[src/rtl/oam_dma_engine.sv]
// OAM DMA engine: register FF46 selects a source page and XFER_LEN bytes are copied
// from {page,00} into OAM at FE00, one byte every CYCLES_PER_BYTE clocks.
module oam_dma_engine #(
    parameter int CYCLES_PER_BYTE = 4,
    parameter int STARTUP_CYCLES  = 4,
    parameter int XFER_LEN        = 160
) (
    input  logic        clk,
    input  logic        reset,
    input  logic [15:0] reg_addr,
    input  logic        reg_read_en,
    input  logic        reg_write_en,
    input  logic [7:0]  reg_wdata,
    output logic [7:0]  reg_rdata,
    output logic [15:0] src_addr,
    output logic        src_read_en,
    input  logic [7:0]  src_rdata,
    output logic [15:0] oam_addr,
    output logic        oam_write_en,
    output logic [7:0]  oam_wdata,
    output logic        dma_active,
    output logic [1:0]  dbg_state
);

    localparam int SUB_MAX = (CYCLES_PER_BYTE > STARTUP_CYCLES) ? CYCLES_PER_BYTE : STARTUP_CYCLES;
    localparam int SUB_W   = (SUB_MAX > 1) ? $clog2(SUB_MAX) : 1;

    typedef enum logic [1:0] {
        ST_IDLE  = 2'd0,
        ST_START = 2'd1,
        ST_XFER  = 2'd2
    } state_e;

    state_e             state_q, state_d;
    logic [7:0]         src_page_q, src_page_d;
    logic [7:0]         byte_idx_q, byte_idx_d;
    logic [SUB_W-1:0]   sub_cnt_q, sub_cnt_d;
    logic [15:0]        src_addr_q, src_addr_d;
    logic               ff46_wr;
    logic               strobe_cycle;

    // Pages E0-FF alias the C0-DF work RAM echo.
    function automatic logic [7:0] eff_page(input logic [7:0] page);
        return (page >= 8'hE0) ? (page - 8'h20) : page;
    endfunction

    assign ff46_wr      = reg_write_en && (reg_addr == 16'hFF46);
    assign strobe_cycle = (state_q == ST_XFER) && (sub_cnt_q == SUB_W'(CYCLES_PER_BYTE - 1));

    always_ff @(posedge clk or negedge reset) begin
        if (!reset) begin
            state_q    <= ST_IDLE;
            src_page_q <= 8'hFF;
            byte_idx_q <= 8'h00;
            sub_cnt_q  <= '0;
            src_addr_q <= 16'h0000;
        end else begin
            state_q    <= state_d;
            src_page_q <= src_page_d;
            byte_idx_q <= byte_idx_d;
            sub_cnt_q  <= sub_cnt_d;
            src_addr_q <= src_addr_d;
        end
    end

    // A register write wins over the sequencing below, but the strobe of the
    // current byte is driven from the present state so it still lands this cycle.
    always_comb begin
        state_d    = state_q;
        src_page_d = src_page_q;
        byte_idx_d = byte_idx_q;
        sub_cnt_d  = sub_cnt_q;
        if (ff46_wr) begin
            state_d    = ST_START;
            src_page_d = reg_wdata;
            byte_idx_d = 8'h00;
            sub_cnt_d  = '0;
        end else begin
            case (state_q)
                ST_START: begin
                    if (sub_cnt_q == SUB_W'(STARTUP_CYCLES - 1)) begin
                        state_d   = ST_XFER;
                        sub_cnt_d = '0;
                    end else begin
                        sub_cnt_d = sub_cnt_q + SUB_W'(1);
                    end
                end
                ST_XFER: begin
                    if (strobe_cycle) begin
                        sub_cnt_d = '0;
                        if (byte_idx_q == 8'(XFER_LEN - 1)) begin
                            state_d = ST_IDLE;
                        end else begin
                            byte_idx_d = byte_idx_q + 8'd1;
                        end
                    end else begin
                        sub_cnt_d = sub_cnt_q + SUB_W'(1);
                    end
                end
                default: state_d = ST_IDLE;
            endcase
        end
        src_addr_d = (state_d != ST_IDLE) ? {eff_page(src_page_d), byte_idx_d} : src_addr_q;
    end

    always_comb begin
        dma_active   = (state_q != ST_IDLE);
        src_read_en  = strobe_cycle;
        oam_write_en = strobe_cycle;
        src_addr     = src_addr_q;
        oam_addr     = {8'hFE, byte_idx_q};
        oam_wdata    = src_rdata;
        reg_rdata    = (reg_read_en && (reg_addr == 16'hFF46)) ? src_page_q : 8'hFF;
        dbg_state    = state_q;
    end

endmodule

[config.mk]
export PLATFORM = sky130hd
export DESIGN_NAME = oam_dma_engine
export DESIGN_NICKNAME = d
export VERILOG_FILES = /design/src/rtl/oam_dma_engine.sv
export SDC_FILE = /design/constraint.sdc
export NUM_CORES = 1
export LEC_CHECK = 0
export BUFFER_PORTS_ARGS = -buffer_cell sky130_fd_sc_hd__buf_2
export CAP_MARGIN = 0
export CORE_MARGIN = 5
export CORE_UTILIZATION = 40
export DETAILED_ROUTE_END_ITERATION = 7
export PLACE_DENSITY = 0.7
export SLEW_MARGIN = 30
export SYNTH_ARGS = -nofsm -noshare
export SYNTH_HDL_FRONTEND = slang
export SYNTH_SLANG_ARGS = --single-unit
[constraint.sdc]
create_clock -name clk -period 2.57 [get_ports clk]
set_input_delay 0.3855 -clock clk [delete_from_list [all_inputs] [get_ports clk]]
set_output_delay 0.3855 -clock clk [all_outputs]
set_load 0.02 [all_outputs]
==> reports/results.txt <==
Most common cell in the netlist -> dfrtp_1
Kind of critical path -> input port to primary output
CP top delay family -> simple AND/OR/NAND/NOR gates
EDFF count, synth -> 0
Status -> completed
Worst r2r path cells -> 8
Most Frequent Cell on Critical Path -> buf_2
Mapped Area -> 0.00198 sq mm
Clock Sinks -> 36
Crit share post-route -> 98.7%
Total GRT Usage -> 14.3%
Final Setup Violations -> 0
Final Wtd Congestion -> 0.847
Hold crit path type -> input port to async pin
Pwr Density -> 423 mW/mm^2
Final Hold Fails -> 0
Core Region -> 0.00475 sq mm
Bufs and invs on worst path -> 3
Final hold slack -> 0.180 ns
Area contributors post-synth -> dfrtp_1, dfstp_2, mux2_2
TritonCTS clock tree -> yes
H-tree lvl count -> 2
Die Ht -> 80.3 um
Crit path max-delay cell type -> or4b_4
Maximum clock path buffer count -> 2
Distinct cells, synth -> 42
CP endpoint kind -> primary output
Nets@finish -> 293
Min Clock Period, post-route -> 2.54 ns
Relative slew slack -> 47.0%
# rows -> 25
Vias in the first global route -> 1521
I/O pin total -> 89
Avg Inst Size Synth -> 11.1 sq um
Worst EP required -> 2.18 ns
Ys Warns -> 0
Ys flop type -> dfrtp_1
Highest Clock Rate -> 0.394 GHz
Synth top area share -> 35.4%
Max Cap Viol -> 0
Static Leak -> 1.18 nW
Initial antenna violation count -> 0
CTS Buf Count -> 5
Final wirelength -> 4290 um
Reg clk slew, reported paths -> 0.07 ns
Type of origin of the critical path -> input port
Internal reg-to-reg setup slack -> 0.42 ns
Post-DRT Antenna Nets -> 0
RR Startpoint -> dbg_state[0]
Die footprint -> 0.00645 sq mm
Initial Util -> 41.6%
Vias per cell -> 4.76
Share of cells above drive strength 1 -> 51.2%
Latest clock arrival within the worst-skew pair -> 0.29 ns
Worst VDD drop -> 0.000328 V
Register area share after synthesis -> 46.0%
Worst path cell trace -> buf_2 -> or4b_4 -> buf_4 -> nor4_4 -> nand2_4 -> or2_4 -> buf_2
Post-layout utilization of the core -> 52.7%
Slew @ Worst Pin -> 0.795 ns
Routed len/inst -> 13.4 um
DRC Markers -> 0
Global-route wire length before repair -> 7110 um
CTS root buf -> clkbuf_8
Post-synth top cells -> dfrtp_1, buf_4, mux2_2
Skew final -> 0.00525 ns
Largest stage delay, worst path -> 0.53 ns
Max Transition Viols Final -> 0
# diodes -> 0
Setup ws final -> 0.0333 ns
Worst path arrival time -> 2.15 ns
R2r endpoint -> src_addr[10]
Synthesized flop and latch total -> 36
Post-Synthesis Cells -> 179
Synthesis-to-finish area growth -> 26.6%
# port buffers -> 64
GRT overflow -> 0
Synth area leader -> dfrtp_1
Ys async rst share -> 100%
Dpl ws -> -0.0758 ns
Hold_buf cts -> 0
Largest net degree at the start of global routing -> 37
Drt first pass iters -> 4
Largest fanout on the critical path -> 8
Post-detail-place hpwl -> 3260 um
Via count -> 1517
Iteration-0 DRC Markers -> 40
Die width -> 80.3 um
## state kept, by name (all words and copies together), names as in the netlist
register    flops
byte_idx_q      8
dbg_state       2
src_addr       16
src_page_q      8
sub_cnt_q       2
## layer usage
metal / vias up / GRT usage, % / part of all wire (%)
met1: 708 / 18.5 / 45
li1: 753 / - / -
met2: 49 / 22.4 / 47
met5: - / 0 / 0
met3: 7 / 4.26 / 6.2
met4: 0 / 5.57 / 1.6
## layout make-up
cell class / instances / area [sq um]
timing repair buffer: 78 / 438
sequential: 36 / 911
multi-input combinational: 122 / 941
clock buffer: 8 / 100
tap: 67 / 83.8
inverter: 8 / 30.0
fill: 451 / 2250
## power by group
part | switching, mW | internal (mW)
Sequential | 0.000149 | 0.567
Clock | 0.198 | 0.245
Combinational | 0.0328 | 0.0178
Total | 0.230 | 0.830
## worst max-delay path by stage
stage / startpoint / to / slack, ns / depth (start not counted)
4_1_cts: reg_addr[4] / reg_rdata[0] / 0.0005 / 7
3_3_place_gp: reg_addr[4] / reg_rdata[1] / -0.04 / 7
5_1_grt: reg_addr[4] / reg_rdata[6] / -0.03 / 7
2_1_floorplan: reg_addr[4] / src_addr[14] / -0.02 / 8
6_report: reg_addr[4] / reg_rdata[0] / 0.03 / 7
3_5_place_dp: reg_addr[4] / src_addr[14] / -0.08 / 9
## layout by cell type, fill, tap and decap left out, types with 7 or more instances in the layout
cell type  synthesis  routed
nor2_1            10      10
or2_4              0       8
mux2_2            18      18
nand2_1            8       7
inv_1              8       8
clkbuf_8           0       7
conb_1             2       8
nand3_1            8       8
dfrtp_1           28      28
buf_4             18      13
buf_2              0      64
dfstp_2            8       8
## timing repair
action                     in CTS  in global routing
buffers inserted                0                  1
pin swaps                       0                  2
resized for setup               1                  9
setup endpoints to repair       8                  8
hold endpoints to repair        0                  0
## per-stage QoR
| stage | setup TNS (ns) | total power [mW] | std cells | area, sq um |
|---|---|---|---|---|
| floorplan | -0.0232 | 0.622 | 185 | 2000 |
| detailed placement | -0.491 | 0.628 | 310 | 2370 |
| global route | -0.224 | 1.11 | 319 | 2500 |
| CTS | 0 | 1.08 | 318 | 2470 |
| finish | 0 | 1.06 | 319 | 2500 |
| global placement | -0.270 | 0.628 | 310 | 2370 |
## cell families (layout without fill, tap and decap cells)
| logic type | Yosys count | count (layout) | synth area share [%] |
|---|---|---|---|
| other | 2 | 8 | 0.380 |
| AO/OA/AOI/OAI | 25 | 25 | 9.04 |
| buffers and inverters | 27 | 94 | 9.11 |
| XOR/XNOR | 5 | 5 | 2.21 |
| adder cells (fa/ha/maj) | 6 | 6 | 3.79 |
| flip-flops | 36 | 36 | 46.0 |
| multiplexers | 21 | 21 | 11.8 |
| AND/OR/NAND/NOR | 57 | 57 | 17.6 |
No activity file was read; power rests on OpenSTA's default activity.
